`src/rtl/pipe_pkg.sv`:
```
// Shared definitions for the inter-stage pipeline registers of the 5-stage core:
// occupancy state encoding, default payload widths and control-bundle bit positions.
package pipe_pkg;

    typedef enum logic [1:0] {
        ST_EMPTY = 2'd0,
        ST_ONE   = 2'd1,
        ST_TWO   = 2'd2
    } pipeState_t;

    localparam int PIPE_CTRL_W = 4;
    localparam int PIPE_DATA_W = 32;
    localparam int PIPE_RD_W   = 5;

    localparam int CTRL_REGWRITE = 0;
    localparam int CTRL_MEMTOREG = 1;
    localparam int CTRL_MEMWRITE = 2;
    localparam int CTRL_MEMREAD  = 3;

endpackage

```
`src/rtl/pipe_entry.sv`:
```
// One payload slot {Ctrl, Data, Rd}. ClearCtrl zeroes only Ctrl and Rd,
// so the data words keep their last value while the slot is empty.
module pipe_entry #(
    parameter int CTRL_W    = 4,
    parameter int PAYLOAD_W = 64,
    parameter int RD_W      = 5
) (
    input  logic                 Clk,
    input  logic                 Reset,
    input  logic                 Load,
    input  logic                 ClearCtrl,
    input  logic [CTRL_W-1:0]    NewCtrl,
    input  logic [PAYLOAD_W-1:0] NewData,
    input  logic [RD_W-1:0]      NewRd,
    output logic [CTRL_W-1:0]    Ctrl,
    output logic [PAYLOAD_W-1:0] Data,
    output logic [RD_W-1:0]      Rd
);

    // NOTE: the data payload is reset too, because OutData must read 0 after reset;
    // plain pipeline data would normally be left unreset.
    // NOTE: sequential state is assigned with <= so every flop samples pre-edge values.
    always_ff @(posedge Clk) begin
        if (Reset) begin
            Ctrl <= '0;
            Data <= '0;
            Rd   <= '0;
        end else if (Load) begin
            Ctrl <= NewCtrl;
            Data <= NewData;
            Rd   <= NewRd;
        end else if (ClearCtrl) begin
            Ctrl <= '0;
            Rd   <= '0;
        end
    end

endmodule

```
`src/rtl/pipe_stage_reg.sv`:
```
// Inter-stage pipeline register with valid/ready handshake, flush, optional
// 2-entry skid buffer (registered InReady) and a saturating bubble counter.
module pipe_stage_reg
    import pipe_pkg::*;
#(
    parameter int CTRL_W = PIPE_CTRL_W,
    parameter int DATA_W = PIPE_DATA_W,
    parameter int NDATA  = 2,
    parameter int RD_W   = PIPE_RD_W,
    parameter bit SKID   = 1'b1,
    parameter int CNT_W  = 16
) (
    input  logic                    Clk,
    input  logic                    Reset,
    input  logic                    InValid,
    output logic                    InReady,
    input  logic [CTRL_W-1:0]       InCtrl,
    input  logic [NDATA*DATA_W-1:0] InData,
    input  logic [RD_W-1:0]         InRd,
    input  logic                    Flush,
    output logic                    OutValid,
    input  logic                    OutReady,
    output logic [CTRL_W-1:0]       OutCtrl,
    output logic [NDATA*DATA_W-1:0] OutData,
    output logic [RD_W-1:0]         OutRd,
    output logic [CNT_W-1:0]        BubbleCount
);

    localparam int PAYLOAD_W = NDATA * DATA_W;
    localparam logic [CNT_W-1:0] CNT_MAX = '1;

    pipeState_t state, stateNext;
    logic inFire, outFire;
    logic mainLoad, mainClr, skidLoad, skidClr;
    logic [CTRL_W-1:0]    skidCtrl, mainNewCtrl;
    logic [PAYLOAD_W-1:0] skidData, mainNewData;
    logic [RD_W-1:0]      skidRd, mainNewRd;

    assign OutValid = (state != ST_EMPTY);
    assign inFire   = InValid & InReady;
    assign outFire  = OutValid & OutReady;

    // NOTE: every always_comb output gets a default first so no path infers a latch.
    always_comb begin
        stateNext = state;
        mainLoad  = 1'b0;
        mainClr   = 1'b0;
        skidLoad  = 1'b0;
        skidClr   = 1'b0;
        if (Flush) begin
            stateNext = ST_EMPTY;
            mainClr   = 1'b1;
            skidClr   = 1'b1;
        end else begin
            case (state)
                ST_EMPTY: if (inFire) begin
                    stateNext = ST_ONE;
                    mainLoad  = 1'b1;
                end
                ST_ONE: begin
                    if (inFire && outFire) begin
                        mainLoad = 1'b1;
                    end else if (inFire) begin
                        stateNext = ST_TWO;
                        skidLoad  = 1'b1;
                    end else if (outFire) begin
                        stateNext = ST_EMPTY;
                        mainClr   = 1'b1;
                    end
                end
                ST_TWO: if (outFire) begin
                    stateNext = ST_ONE;
                    mainLoad  = 1'b1;
                end
                default: stateNext = ST_EMPTY;
            endcase
        end
    end

    always_ff @(posedge Clk) begin
        if (Reset) state <= ST_EMPTY;
        else       state <= stateNext;
    end

    // In TWO the only way the main entry reloads is by promoting the older skid beat.
    assign mainNewCtrl = (state == ST_TWO) ? skidCtrl : InCtrl;
    assign mainNewData = (state == ST_TWO) ? skidData : InData;
    assign mainNewRd   = (state == ST_TWO) ? skidRd   : InRd;

    pipe_entry #(.CTRL_W(CTRL_W), .PAYLOAD_W(PAYLOAD_W), .RD_W(RD_W)) mainEntry (
        .Clk(Clk), .Reset(Reset), .Load(mainLoad), .ClearCtrl(mainClr),
        .NewCtrl(mainNewCtrl), .NewData(mainNewData), .NewRd(mainNewRd),
        .Ctrl(OutCtrl), .Data(OutData), .Rd(OutRd)
    );

    generate
        if (SKID) begin : gSkid
            logic inReadyQ;

            pipe_entry #(.CTRL_W(CTRL_W), .PAYLOAD_W(PAYLOAD_W), .RD_W(RD_W)) skidEntry (
                .Clk(Clk), .Reset(Reset), .Load(skidLoad), .ClearCtrl(skidClr),
                .NewCtrl(InCtrl), .NewData(InData), .NewRd(InRd),
                .Ctrl(skidCtrl), .Data(skidData), .Rd(skidRd)
            );

            always_ff @(posedge Clk) begin
                if (Reset) inReadyQ <= 1'b1;
                else       inReadyQ <= (stateNext != ST_TWO);
            end
            assign InReady = inReadyQ;
        end else begin : gNoSkid
            // Without a skid slot TWO is unreachable: InReady drops whenever a held beat stalls.
            assign skidCtrl = '0;
            assign skidData = '0;
            assign skidRd   = '0;
            assign InReady  = ~OutValid | OutReady;
        end
    endgenerate

    always_ff @(posedge Clk) begin
        if (Reset)                                  BubbleCount <= '0;
        else if (!OutValid && BubbleCount != CNT_MAX) BubbleCount <= BubbleCount + CNT_W'(1);
    end

endmodule

```
`config.mk`:
```
export PLATFORM = sky130hd
export DESIGN_NAME = pipe_stage_reg
export DESIGN_NICKNAME = d
export VERILOG_FILES = /design/src/rtl/pipe_pkg.sv /design/src/rtl/pipe_entry.sv /design/src/rtl/pipe_stage_reg.sv
export SDC_FILE = /design/constraint.sdc
export NUM_CORES = 1
export LEC_CHECK = 0
export BUFFER_PORTS_ARGS = -buffer_cell sky130_fd_sc_hd__buf_2
export CORE_AREA = 3 3 119 121
export CTS_CLUSTER_DIAMETER = 30
export DETAILED_ROUTE_END_ITERATION = 6
export DIE_AREA = 0 0 122 124
export PLACE_DENSITY = 0.79
export SETUP_SLACK_MARGIN = 0.2
export SLEW_MARGIN = 10
export SYNTH_ARGS = -nofsm -noshare
export SYNTH_HDL_FRONTEND = slang
export SYNTH_HIERARCHICAL = 1
export SYNTH_SLANG_ARGS = --single-unit
```
`constraint.sdc`:
```
create_clock -name Clk -period 2.5 [get_ports Clk]
set_clock_uncertainty 0.15 [all_clocks]
set_input_delay 0.5 -clock Clk [delete_from_list [all_inputs] [get_ports Clk]]
set_output_delay 0.5 -clock Clk [all_outputs]
set_load 0.01 [all_outputs]
```
==> flow_metrics.py <==
metrics = {
    "run_status": {
        "status": "completed",
    },
    "timing": {
        "hold_viol": 0,
        "max_slew_margin": 0.587,
        "tightestPinTransition_ns": 0.616,
        "fin_crit_ns": 2.05,
        "fin_tns_setup_ns": 0,
        "fin_ws_ns": 0.452,
        "finalCritPeriodShare": 0.819,
        "slew_violations": 0,
        "max_freq_mhz": 488,
        "setup_viol": 0,
        "rsz0062_at_grt": "false",
    },
    "pwr": {
        "p_per_area_mw_per_mm2": 679,
        "total_power_uw": 5920,
        "p_leak_uw": 0.00361,
        "ir_drop_mv": 0.374,
    },
    "floorplan": {
        "start_util": 0.535,
        "core_area_sq_mm": 0.0132,
        "dieArea_sq_mm": 0.0151,
        "fp.dieH_um": 124,
        "fp.dieW_um": 122,
        "io_pins": 169,
        "rows": 42,
    },
    "placed_design": {
        "place.gp.congestion": 0.809,
        "place_hpwl_mm": 10.6,
        "place_inst": 1007,
        "io_buffer_count": 168,
        "dpl_worst_slack_ns": 0.301,
    },
    "logic_synthesis": {
        "synth_top_area_frac": 0.468,
        "async_flop_share": 0,
        "synth_area_leaders": "dfxtp_1, mux2i_1, mux2_2",
        "synth-edff-count": 0,
        "syn_inst": 693,
        "synth_most_common_cell": "dfxtp_1",
        "ys_seq_area_frac": 0.468,
        "synthFlopType": "dfxtp_1",
        "synth.avg_cell_area_sq_um": 10.2,
        "synth_area_sq_mm": 0.00706,
        "yosysTopAreaCell": "dfxtp_1",
        "synth.ff_latch_count": 165,
        "synthTopCellsByCount": "dfxtp_1, nor2_1, mux2i_1",
        "synth.distinct_cells": 39,
        "syn_nets": 772,
        "yosys_warnings": 6,
    },
    "worst_setup_path": {
        "crit_arrival_ns": 1.40,
        "startpoint_type": "flip-flop",
        "worst_ep_required_time_ns": 1.85,
        "path_max_fanout": 5,
        "startpoint": "state[1]$_SDFF_PP0_",
        "criticalPathCategory": "reg -> out",
        "cp-end-kind": "output port",
        "timing.rr.start": "BubbleCount[11]$_SDFFE_PP0P_",
    },
    "cells_and_area": {
        "fillers": 1064,
        "nets": 929,
        "drive_gt1_frac": 0.346,
        "antenna_cells": 0,
        "fin_cells": 1039,
        "area_growth_pct": 23.5,
        "post-route-util": 0.661,
    },
    "drt": {
        "drc": 0,
        "drt_iter0_drc": 354,
        "viasPerCell": 5.16,
        "postRouteAntennaNets": 0,
        "vias": 5364,
        "post_drt_wl_per_cell_um": 14.8,
        "firstDrtPassIters": 4,
        "totalWireLength_mm": 15.4,
    },
    "clock_tree": {
        "cts_tree": "built",
        "cts_made_buffers": 17,
        "cts_setup_buffers": 0,
        "root_buffer": "clkbuf_16",
        "holdBufCountCts": 0,
        "cts_resized": 0,
        "cts_max_level": 4,
        "clk_pin_slew_ns": 0.06,
        "worstSkewPairLatency_ns": 0.42,
        "clk_path_buf_depth": 2,
        "clock-sinks": 165,
    },
    "grt": {
        "grt_max_degree": 59,
        "grtUsageTotal": 0.206,
        "grt_pass1_wl_mm": 24.7,
        "antenna_found_initial": 0,
        "grt_pass1_vias": 4951,
        "grt_remaining_overflow": 0,
    },
    "worst_hold_path": {
        "min_from": "InData[43]",
        "worstHoldPathType": "in -> reg",
    },
    "job": {
        "drv_cap": 0,
    },
}
## kinds of logic after synthesis
logic type | share of synthesized area
AND/OR/NAND/NOR | 0.134
multiplexers | 0.309
flip-flops | 0.468
buffers and inverters | 0.0465
AO/OA/AOI/OAI | 0.0397
XOR/XNOR | 0.00124
adder cells (fa/ha/maj) | 0.00177
## placed cells by master (no fill, tap or decap), types with 13 or more instances in the layout
cell and instances:
dfxtp_1 165, buf_2 167, clkbuf_16 17, nand2_1 26, mux2_2 78, inv_1 20
o32ai_1 16, mux2i_1 130, a21oi_1 13, nor2_1 141
## final cells by class
cell class              instances  area (sq um)  share of cell area
multi-input cells             461          3440               0.395
flip-flops and latches        165          3300               0.379
clock inverters                 8           121              0.0139
repair buffers                185          1070               0.123
clock buffers                  24           482              0.0553
inverters                      20          75.1             0.00861
well taps                     176           220              0.0253
## worst paths after layout
check / cells after the start / slack [ns] / end
setup / recovery: 4 / 0.45 / OutValid
hold / removal: 3 / 0.18 / gSkid.skidEntry/Data[43]$_SDFFE_PP0P_
setup reg to reg: 4 / 0.46 / BubbleCount[0]$_SDFFE_PP0P_
hold reg to reg: 2 / 0.32 / gSkid.skidEntry/Rd[4]$_SDFFE_PP0P_
## metal layers
metal | global-route usage | share of wire | vias up
met2 | 0.324 | 0.46 | 145
met1 | 0.269 | 0.45 | 2479
met5 | 0 | 0 | -
li1 | - | - | 2718
met3 | 0.0713 | 0.069 | 22
met4 | 0.0609 | 0.014 | 0
## per-stage QoR
step / hold WS [ns] / instance area [sq um]
detailed placement: 0.317 / 8110
finish: 0.176 / 8720
global route: 0.174 / 8720
CTS: 0.160 / 8720
global placement: 0.312 / 8110
floorplan: 0.301 / 7060
## worst max-delay path, stage by stage (launching register included)
cell and delay [ns]:
dfxtp_1 0.44, nor2_1 0.09, buf_4 0.16, inv_1 0.13, buf_2 0.16
## state kept, by name (all words and copies together) (netlist names)
signal,cells
BubbleCount,16
InReady,1
gSkid.skidEntry/Ctrl,4
gSkid.skidEntry/Data,64
gSkid.skidEntry/Rd,5
mainEntry/Ctrl,4
mainEntry/Data,64
mainEntry/Rd,5
state,2
## power by group
part	switching [uW]	internal, uW
clock	1010	1650
combinational	263	248
sequential	44.4	2700
total	1320	4600
Note: power is estimated with default switching activity, not from simulation.
